--- config.mk ---
export PLATFORM = sky130hd
export DESIGN_NAME = vram_arbiter
export DESIGN_NICKNAME = d
export VERILOG_FILES = /design/src/rtl/vram_arbiter.sv
export SDC_FILE = /design/constraint.sdc
export NUM_CORES = 1
export LEC_CHECK = 0
export CAP_MARGIN = 20
export CORE_ASPECT_RATIO = 1.2
export CORE_MARGIN = 5
export CORE_UTILIZATION = 48
export CTS_CLUSTER_DIAMETER = 150
export DETAILED_ROUTE_END_ITERATION = 10
export PLACE_DENSITY_LB_ADDON = 0.2
export SYNTH_ARGS = -nofsm -noshare
export SYNTH_HDL_FRONTEND = slang
export SYNTH_SLANG_ARGS = --single-unit
--- constraint.sdc ---
create_clock -name clk -period 2 [get_ports clk]
set_clock_uncertainty 0.15 [all_clocks]
set_input_delay 0.2 -clock clk [delete_from_list [all_inputs] [get_ports clk]]
set_output_delay 0.2 -clock clk [all_outputs]
set_load 0.01 [all_outputs]
--- src/rtl/vram_arbiter.sv ---
// VRAM arbiter: display reads have strict priority; writer FIFO drains
// into free cycles. Optional macro: VRAM_ARB_BLANK_WRITE_EN.
//
// Ports: clk, reset (async, active-low)
//   display : disp_req, disp_addr -> disp_data, disp_valid
//   writer  : wr_valid, wr_addr, wr_data -> wr_ready
//   memory  : mem_addr, mem_wdata, mem_we <- mem_rdata
//   status  : fifo_count, starve ; blank_b used only with the macro
module vram_arbiter #(
  parameter int AW         = 16,
  parameter int DW         = 12,
  parameter int DEPTH      = 4,
  parameter int STARVE_MAX = 1024
) (
  input  logic                       clk,
  input  logic                       reset,
  input  logic                       disp_req,
  input  logic [AW-1:0]              disp_addr,
  output logic [DW-1:0]              disp_data,
  output logic                       disp_valid,
  input  logic                       wr_valid,
  output logic                       wr_ready,
  input  logic [AW-1:0]              wr_addr,
  input  logic [DW-1:0]              wr_data,
  input  logic                       blank_b,
  output logic [AW-1:0]              mem_addr,
  output logic [DW-1:0]              mem_wdata,
  output logic                       mem_we,
  input  logic [DW-1:0]              mem_rdata,
  output logic [$clog2(DEPTH):0]     fifo_count,
  output logic                       starve
);

  localparam int PW = $clog2(DEPTH);
  localparam int CW = PW + 1;
  localparam int SW = $clog2(STARVE_MAX + 1);
  localparam logic [SW-1:0] SMAX = SW'(STARVE_MAX);
  localparam logic [CW-1:0] FULL = CW'(DEPTH);

  typedef enum logic [1:0] {
    G_IDLE,
    G_DISP,
    G_WRITE
  } gnt_t;

  logic [AW-1:0] addr_q [DEPTH];
  logic [DW-1:0] data_q [DEPTH];
  logic [PW-1:0] rd_ptr, wr_ptr;
  logic [CW-1:0] count;
  logic [SW-1:0] scnt;
  logic          pop_ok, frz;
  logic          push, pop;
  gnt_t          gnt;

`ifdef VRAM_ARB_BLANK_WRITE_EN
  // Writes land only during blanking so a visible line never tears.
  assign pop_ok = ~blank_b;
  assign frz    = blank_b;
`else
  assign pop_ok = 1'b1;
  assign frz    = 1'b0;
`endif

  always_comb begin
    gnt = G_IDLE;
    if (disp_req)
      gnt = G_DISP;
    else if (count != '0 && pop_ok)
      gnt = G_WRITE;
  end

  assign pop      = (gnt == G_WRITE);
  assign wr_ready = (count < FULL);
  assign push     = wr_valid & wr_ready;

  always_comb begin
    mem_we    = 1'b0;
    mem_addr  = disp_addr;
    mem_wdata = data_q[rd_ptr];
    unique case (1'b1)
      (gnt == G_WRITE): begin
        mem_we   = 1'b1;
        mem_addr = addr_q[rd_ptr];
      end
      (gnt == G_DISP):  mem_addr = disp_addr;
      default:          mem_addr = disp_addr;
    endcase
    // While held in reset the bus shows the (cleared) FIFO head.
    if (!reset)
      mem_addr = addr_q[rd_ptr];
  end

  always_ff @(posedge clk or negedge reset) begin
    if (!reset) begin
      rd_ptr <= '0;
      wr_ptr <= '0;
      count  <= '0;
      for (int i = 0; i < DEPTH; i++) begin
        addr_q[i] <= '0;
        data_q[i] <= '0;
      end
    end else begin
      if (push) begin
        addr_q[wr_ptr] <= wr_addr;
        data_q[wr_ptr] <= wr_data;
        wr_ptr         <= wr_ptr + 1'b1;
      end
      if (pop)
        rd_ptr <= rd_ptr + 1'b1;
      count <= count + CW'(push) - CW'(pop);
    end
  end

  always_ff @(posedge clk or negedge reset) begin
    if (!reset) begin
      scnt   <= '0;
      starve <= 1'b0;
    end else if (count == '0 || pop) begin
      scnt <= '0;
    end else if (!frz && scnt != SMAX) begin
      scnt <= scnt + 1'b1;
      if (scnt + 1'b1 == SMAX)
        starve <= 1'b1;
    end
  end

  always_ff @(posedge clk or negedge reset) begin
    if (!reset)
      disp_valid <= 1'b0;
    else
      disp_valid <= disp_req;
  end

  assign disp_data  = mem_rdata;
  assign fifo_count = count;

endmodule

# After elaboration in Yosys (flattened, before gate mapping)
# Cells that the tools add are included.
[op_classes]
n_reduce_logical = 6
n_addsub = 5
bitwise_logic = 4
eq_ne = 3
n_mux = 19
n_lt_le_gt_ge = 4
[ops]
columns = ["cell", "n"]
rows = [
  ["16-bit 2-to-1 mux", 5],
  ["64-bit bitwise mux", 1],
  ["48-bit bitwise mux", 1],
  ["12-bit 2-to-1 mux", 3],
  ["16-bit binary-select mux with 2-bit select", 1],
  ["16-bit demux with 2-bit select", 1],
  ["12-bit binary-select mux with 2-bit select", 1],
  ["12-bit demux with 2-bit select", 1],
  ["11-bit 2-to-1 mux", 2],
  ["11-bit by 1-bit adder with 11-bit output (second input constant)", 1],
  ["11-bit equality test (second input constant)", 1],
  ["11-bit inequality test (second input constant)", 1],
  ["3-bit >= comparator (second input constant)", 2],
  ["2-bit NOT with 3-bit output", 2],
  ["2-bit by 1-bit adder with 2-bit output (second input constant)", 2],
  ["2-bit 2-to-1 mux", 2],
  ["3-bit by 1-bit adder with 3-bit output", 1],
  ["3-bit logical NOT", 1],
  ["3-bit by 1-bit < comparator with 1-bit output (second input constant)", 1],
  ["3-bit < comparator (second input constant)", 1],
  ["3-bit AND reduction", 1],
  ["3-bit nonzero test", 1],
  ["3-bit by 1-bit subtractor with 3-bit output", 1],
  ["2-bit equality test (second input constant)", 1],
  ["6 further kinds", 6],
]
[totals]
out_inout_bits = 47
wordCells = 55
regBits = 132

# Depth between registers and ports, before layout
[logic_depth]
ltp_word = 7
depth_mapped = 7

# Least setup slack after synthesis
# Ideal clock, no wire load.
[synth_path]
path_kind = "register to register"
from = "register count[2] (netlist: fifo_count[2])"
to = "register count[2] (netlist: fifo_count[2])"
required_time_ps = 1727
t_arrival_ps = 1750
slack_ps = -22
stages_incl_launch_ff = 7
cell_sequence = "dfrtp_1 nor3_1 or3_1 nand2_1 ha_1 fa_1 xnor2_1"
[synth_between]
elab_chain_cells = 5
word_cells_on_any_way = 8
classes_between = "add/sub: 2; order compare: 1; eq/ne: 1; mux: 2; bitwise: 1; reduce/logical: 1"
[synth_rtl]
columns = ["element", "line_no", "source"]
rows = [
  ["from (decl)", "49", "logic [CW-1:0] count;"],
  ["from (signal assigned)", "110", "count <= count + CW'(push) - CW'(pop);"],
  ["branches (longest 4 deep; another with 3-bit < comparator)", "--", ""],
  ["3-bit by 1-bit subtractor with 3-bit output (*)", "110", ""],
]
# Mark *: on every way between the ends.
# A chain may end at the register's enable or synchronous reset.

# Worst setup path after layout
[layout_path]
from = "register rd_ptr[0]"
to = "output port mem_addr[15]"
[layout_between]
elab_chain_cells = 6
[layout_rtl]
columns = ["element", "line_no", "source"]
rows = [
  ["from (decl)", "48", "logic [PW-1:0] rd_ptr, wr_ptr;"],
  ["from (signal assigned)", "109", "rd_ptr <= rd_ptr + 1'b1;"],
  ["2-bit NOT with 3-bit output (implied by the code) (*)", "83, 90", ""],
  ["16-bit binary-select mux with 2-bit select (*)", "83, 90", ""],
  ["16-bit 2-to-1 mux (implied by the code) (*) (2 in series)", "83, 90", ""],
  ["16-bit 2-to-1 mux", "80", "unique case (1'b1)"],
  ["16-bit 2-to-1 mux (*)", "89", "if (!reset)"],
  ["to (decl)", "26", "output logic [AW-1:0] mem_addr,"],
]
# Mark *: on every way between the ends. The rest lies on a longest branch, timed or not. The select of a mux whose other input is x is not followed.

==> metrics.md <==
| Metric | Value |
|---|---|
| Status | `complete, but fails checks` |
| Failing checks | `setup timing` |
| Ys flop type | `dfrtp_1` |
| Worst reg2reg path depth | `7` |
| CP cell instances | `buf_12 -> mux4_2 -> mux2_4 -> buf_6` |
| Largest net degree at the start of global routing | `133` |
| Worst r2r src | `fifo_count[1]` |
| Core ar. | `12610 um^2` |
| Commonest non-fill, non-tap cells in the layout | `130 x dfrtp_1, 112 x mux2_2, 52 x clkdlybuf4s50_1` |
| Worst Hold Launch | `mem_rdata[1]` |
| TNS Setup | `-6.370 ns` |
| Register Area | `3306 um^2` |
| DP HPWL | `8.479 mm` |
| Peak VDD IR | `973.1 uV` |
| Worst Tran Pin Value | `0.7105 ns` |
| Diodes inserted | `0` |
| Final Max Tran Viols | `0` |
| Post-Syn Instances | `409` |
| # fillers | `932` |
| Grt total ovfl | `0` |
| Max_cap viols | `0` |
| Die Ht | `134.2 um` |
| Peak Freq | `439.1 MHz` |
| CTS tree | `yes` |
| Placed Area | `7411 um^2` |
| GP Congestion | `0.8017` |
| Slew headroom | `52.63%` |
| WHS | `0.2500 ns` |
| Worst path slowest cell | `mux4_2` |
| WP data arrival | `1.93 ns` |
| CP endpoint kind | `primary output` |
| DRT Wirelength | `12.76 mm` |
| DR vias | `3760` |
| WP data required | `1.65 ns` |
| CTS buffer count | `17` |
| Chip Width | `113.5 um` |
| Die area | `15240 um^2` |
| Synth async-reset ratio | `100.0%` |
| Initial antenna violation count | `1` |
| Clock tree buffer depth | `2` |
| CP peak stage delay | `0.52 ns` |
| Power Density | `1703 nW/um^2` |
| Drt drc | `0` |
| Synthesized flop and latch total | `132` |
| Hold endpoint | `disp_data[1]` |
| Synth Net Count | `479` |
| YS warnings | `0` |
| Number of flops mapped to enable cells by yosys | `0` |
| Layout cell share with drive strength beyond 1 | `51.51%` |
| Startpoint Class | `flip-flop` |
| RSZ-0062 raised after global routing | `true` |
| Hold crit path type | `in2out` |
| Final Power | `14.06 mW` |
| Design area | `8254 um^2` |
| Footprint of the multi-input gates | `2743 um^2` |
| Number of DRC markers in iteration 0 | `159` |
| Port Buffers | `82` |
| Clock transition at the registers of the reported paths | `0.05 ns` |
| Hold depth | `0` |
| Initial Util | `48.96%` |
| P&R area growth vs syn | `33.68%` |
| Final Hold Vio Count | `0` |
| Most common cell after layout, fill and taps aside | `dfrtp_1` |
| Number of global-route vias before repair | `4242` |
| Reg2reg end | `fifo_count[2]` |
| First-pass GRT wire length | `21.49 mm` |
| Post-route setup slack | `-0.2774 ns` |
| WL per Instance | `18.39 um` |
| Crit-path leading delay family | `multiplexers` |
| Root buffer cell | `clkbuf_16` |
| Drt first pass iters | `4` |
| Setup Crit Path Kind | `reg2out` |
| Seq/Total Area, Yosys | `53.50%` |
| Antenna-violating nets left | `0` |
| DR vias/cell | `5.418` |
| Core Rows | `45` |
| Io pins | `108` |
| Tot GR Track Use | `17.85%` |
| H-tree levels | `4` |
| Share of the clock period used by the worst path | `113.9%` |
| Lkg Pwr | `3.652 nW` |
| Mean Syn Cell Area | `15.10 um^2` |
| Crit Path Max Fanout | `8` |
| Buf/Inv on CP | `2` |
| Sink Count | `132` |
| Synth Cell Area | `6175 um^2` |
| Final setup violation count | `28` |
| Worst-Skew Late Latency | `0.41 ns` |
| Layout net count | `587` |
| Final min period | `2.277 ns` |
| Yosys cell types | `34` |
| R2R setup slack | `0.09 ns` |
## repair_timing
| item | CTS | global route |
|---|---|---|
| pin swaps | 0 | 4 |
| setup endpoints to repair | 29 | 38 |
| gates cloned | 0 | 1 |
| setup buffers | 5 | 2 |
| hold endpoints to repair | 132 | 0 |
| hold buffers | 1 | 0 |
| resized for setup | 163 | 12 |
## worst max-delay path by stage
stage                     depth (start not counted)  slack [ns]             to     startpoint
final                                             4       -0.28   mem_addr[15]      rd_ptr[0]
after global routing                              4       -0.34   mem_addr[15]      rd_ptr[0]
after CTS                                         5       -0.34    mem_addr[0]      rd_ptr[0]
after detailed placement                          5       -0.24    mem_addr[9]       disp_req
after global placement                            5       -0.23    mem_addr[1]       disp_req
after floorplan                                   6        0.08  fifo_count[1]  fifo_count[2]
## state kept, by name (all words and copies together), names as in the netlist
signal,count
addr_q,64
data_q,48
scnt,11
fifo_count,3
rd_ptr,2
wr_ptr,2
disp_valid,1
starve,1
## stage by stage
stage	cells	setup slack [ns]	utilization, %
2_1_floorplan	409	0.07895	-
3_3_place_gp	656	-0.2290	58.76
3_5_place_dp	656	-0.2383	58.76
4_1_cts	694	-0.3406	65.06
5_1_grt	694	-0.3428	65.45
6_report	694	-0.2774	65.45
## logic make-up (layout without fill, tap and decap cells)
family | after synthesis | after routing | share of synthesized area [%]
adder cells (fa/ha/maj) | 9 | 9 | 1.945
XOR/XNOR | 15 | 15 | 2.128
AO/OA/AOI/OAI | 10 | 10 | 0.9727
flip-flops | 132 | 132 | 53.50
multiplexers | 158 | 158 | 33.88
buffers and inverters | 39 | 160 | 3.526
AND/OR/NAND/NOR | 46 | 46 | 4.053
## worst reg2reg max path, stage by stage, from the launching register on
cell	delay, ns
dfrtp_1	0.39
nor3_2	0.23
buf_4	0.16
or3_4	0.12
nand2_1	0.05
ha_2	0.19
fa_2	0.37
xnor2_2	0.13
## layer usage
layer  routed length (um)  track usage (%)
met4                  141            5.544
met5                   13                0
met1                 5260            21.95
met2                 6786            30.29
met3                  562            5.280
## power by group
| part | switching [mW] | internal, mW |
|---|---|---|
| registers | 0.640 | 3.92 |
| clock network | 1.18 | 2.13 |
| logic | 2.18 | 4.00 |
## synth_stat cells (all sizes together), types with 3 or more instances
cell type | number | area share (%)
dfrtp | 132 | 53
mux2 | 128 | 23
buf | 30 | 3.0
mux4 | 28 | 10
nor2 | 15 | 0.91
nand2 | 11 | 0.83
ha | 8 | 1.6
xor2 | 8 | 1.1
inv | 7 | 0.43
xnor2 | 7 | 0.99
o21ai | 6 | 0.55
nand4 | 5 | 0.51
and4 | 3 | 0.47
## cell type report
cell class / instances / share of cell area (%)
inverters: 7 / 0.3183
clock inverters: 14 / 2.440
flip-flops and latches: 132 / 40.05
clock buffers: 18 / 5.321
repair buffers: 121 / 16.16
well taps: 164 / 2.486
multi-input cells: 238 / 33.23
Note: power is estimated with default switching activity, not from simulation.
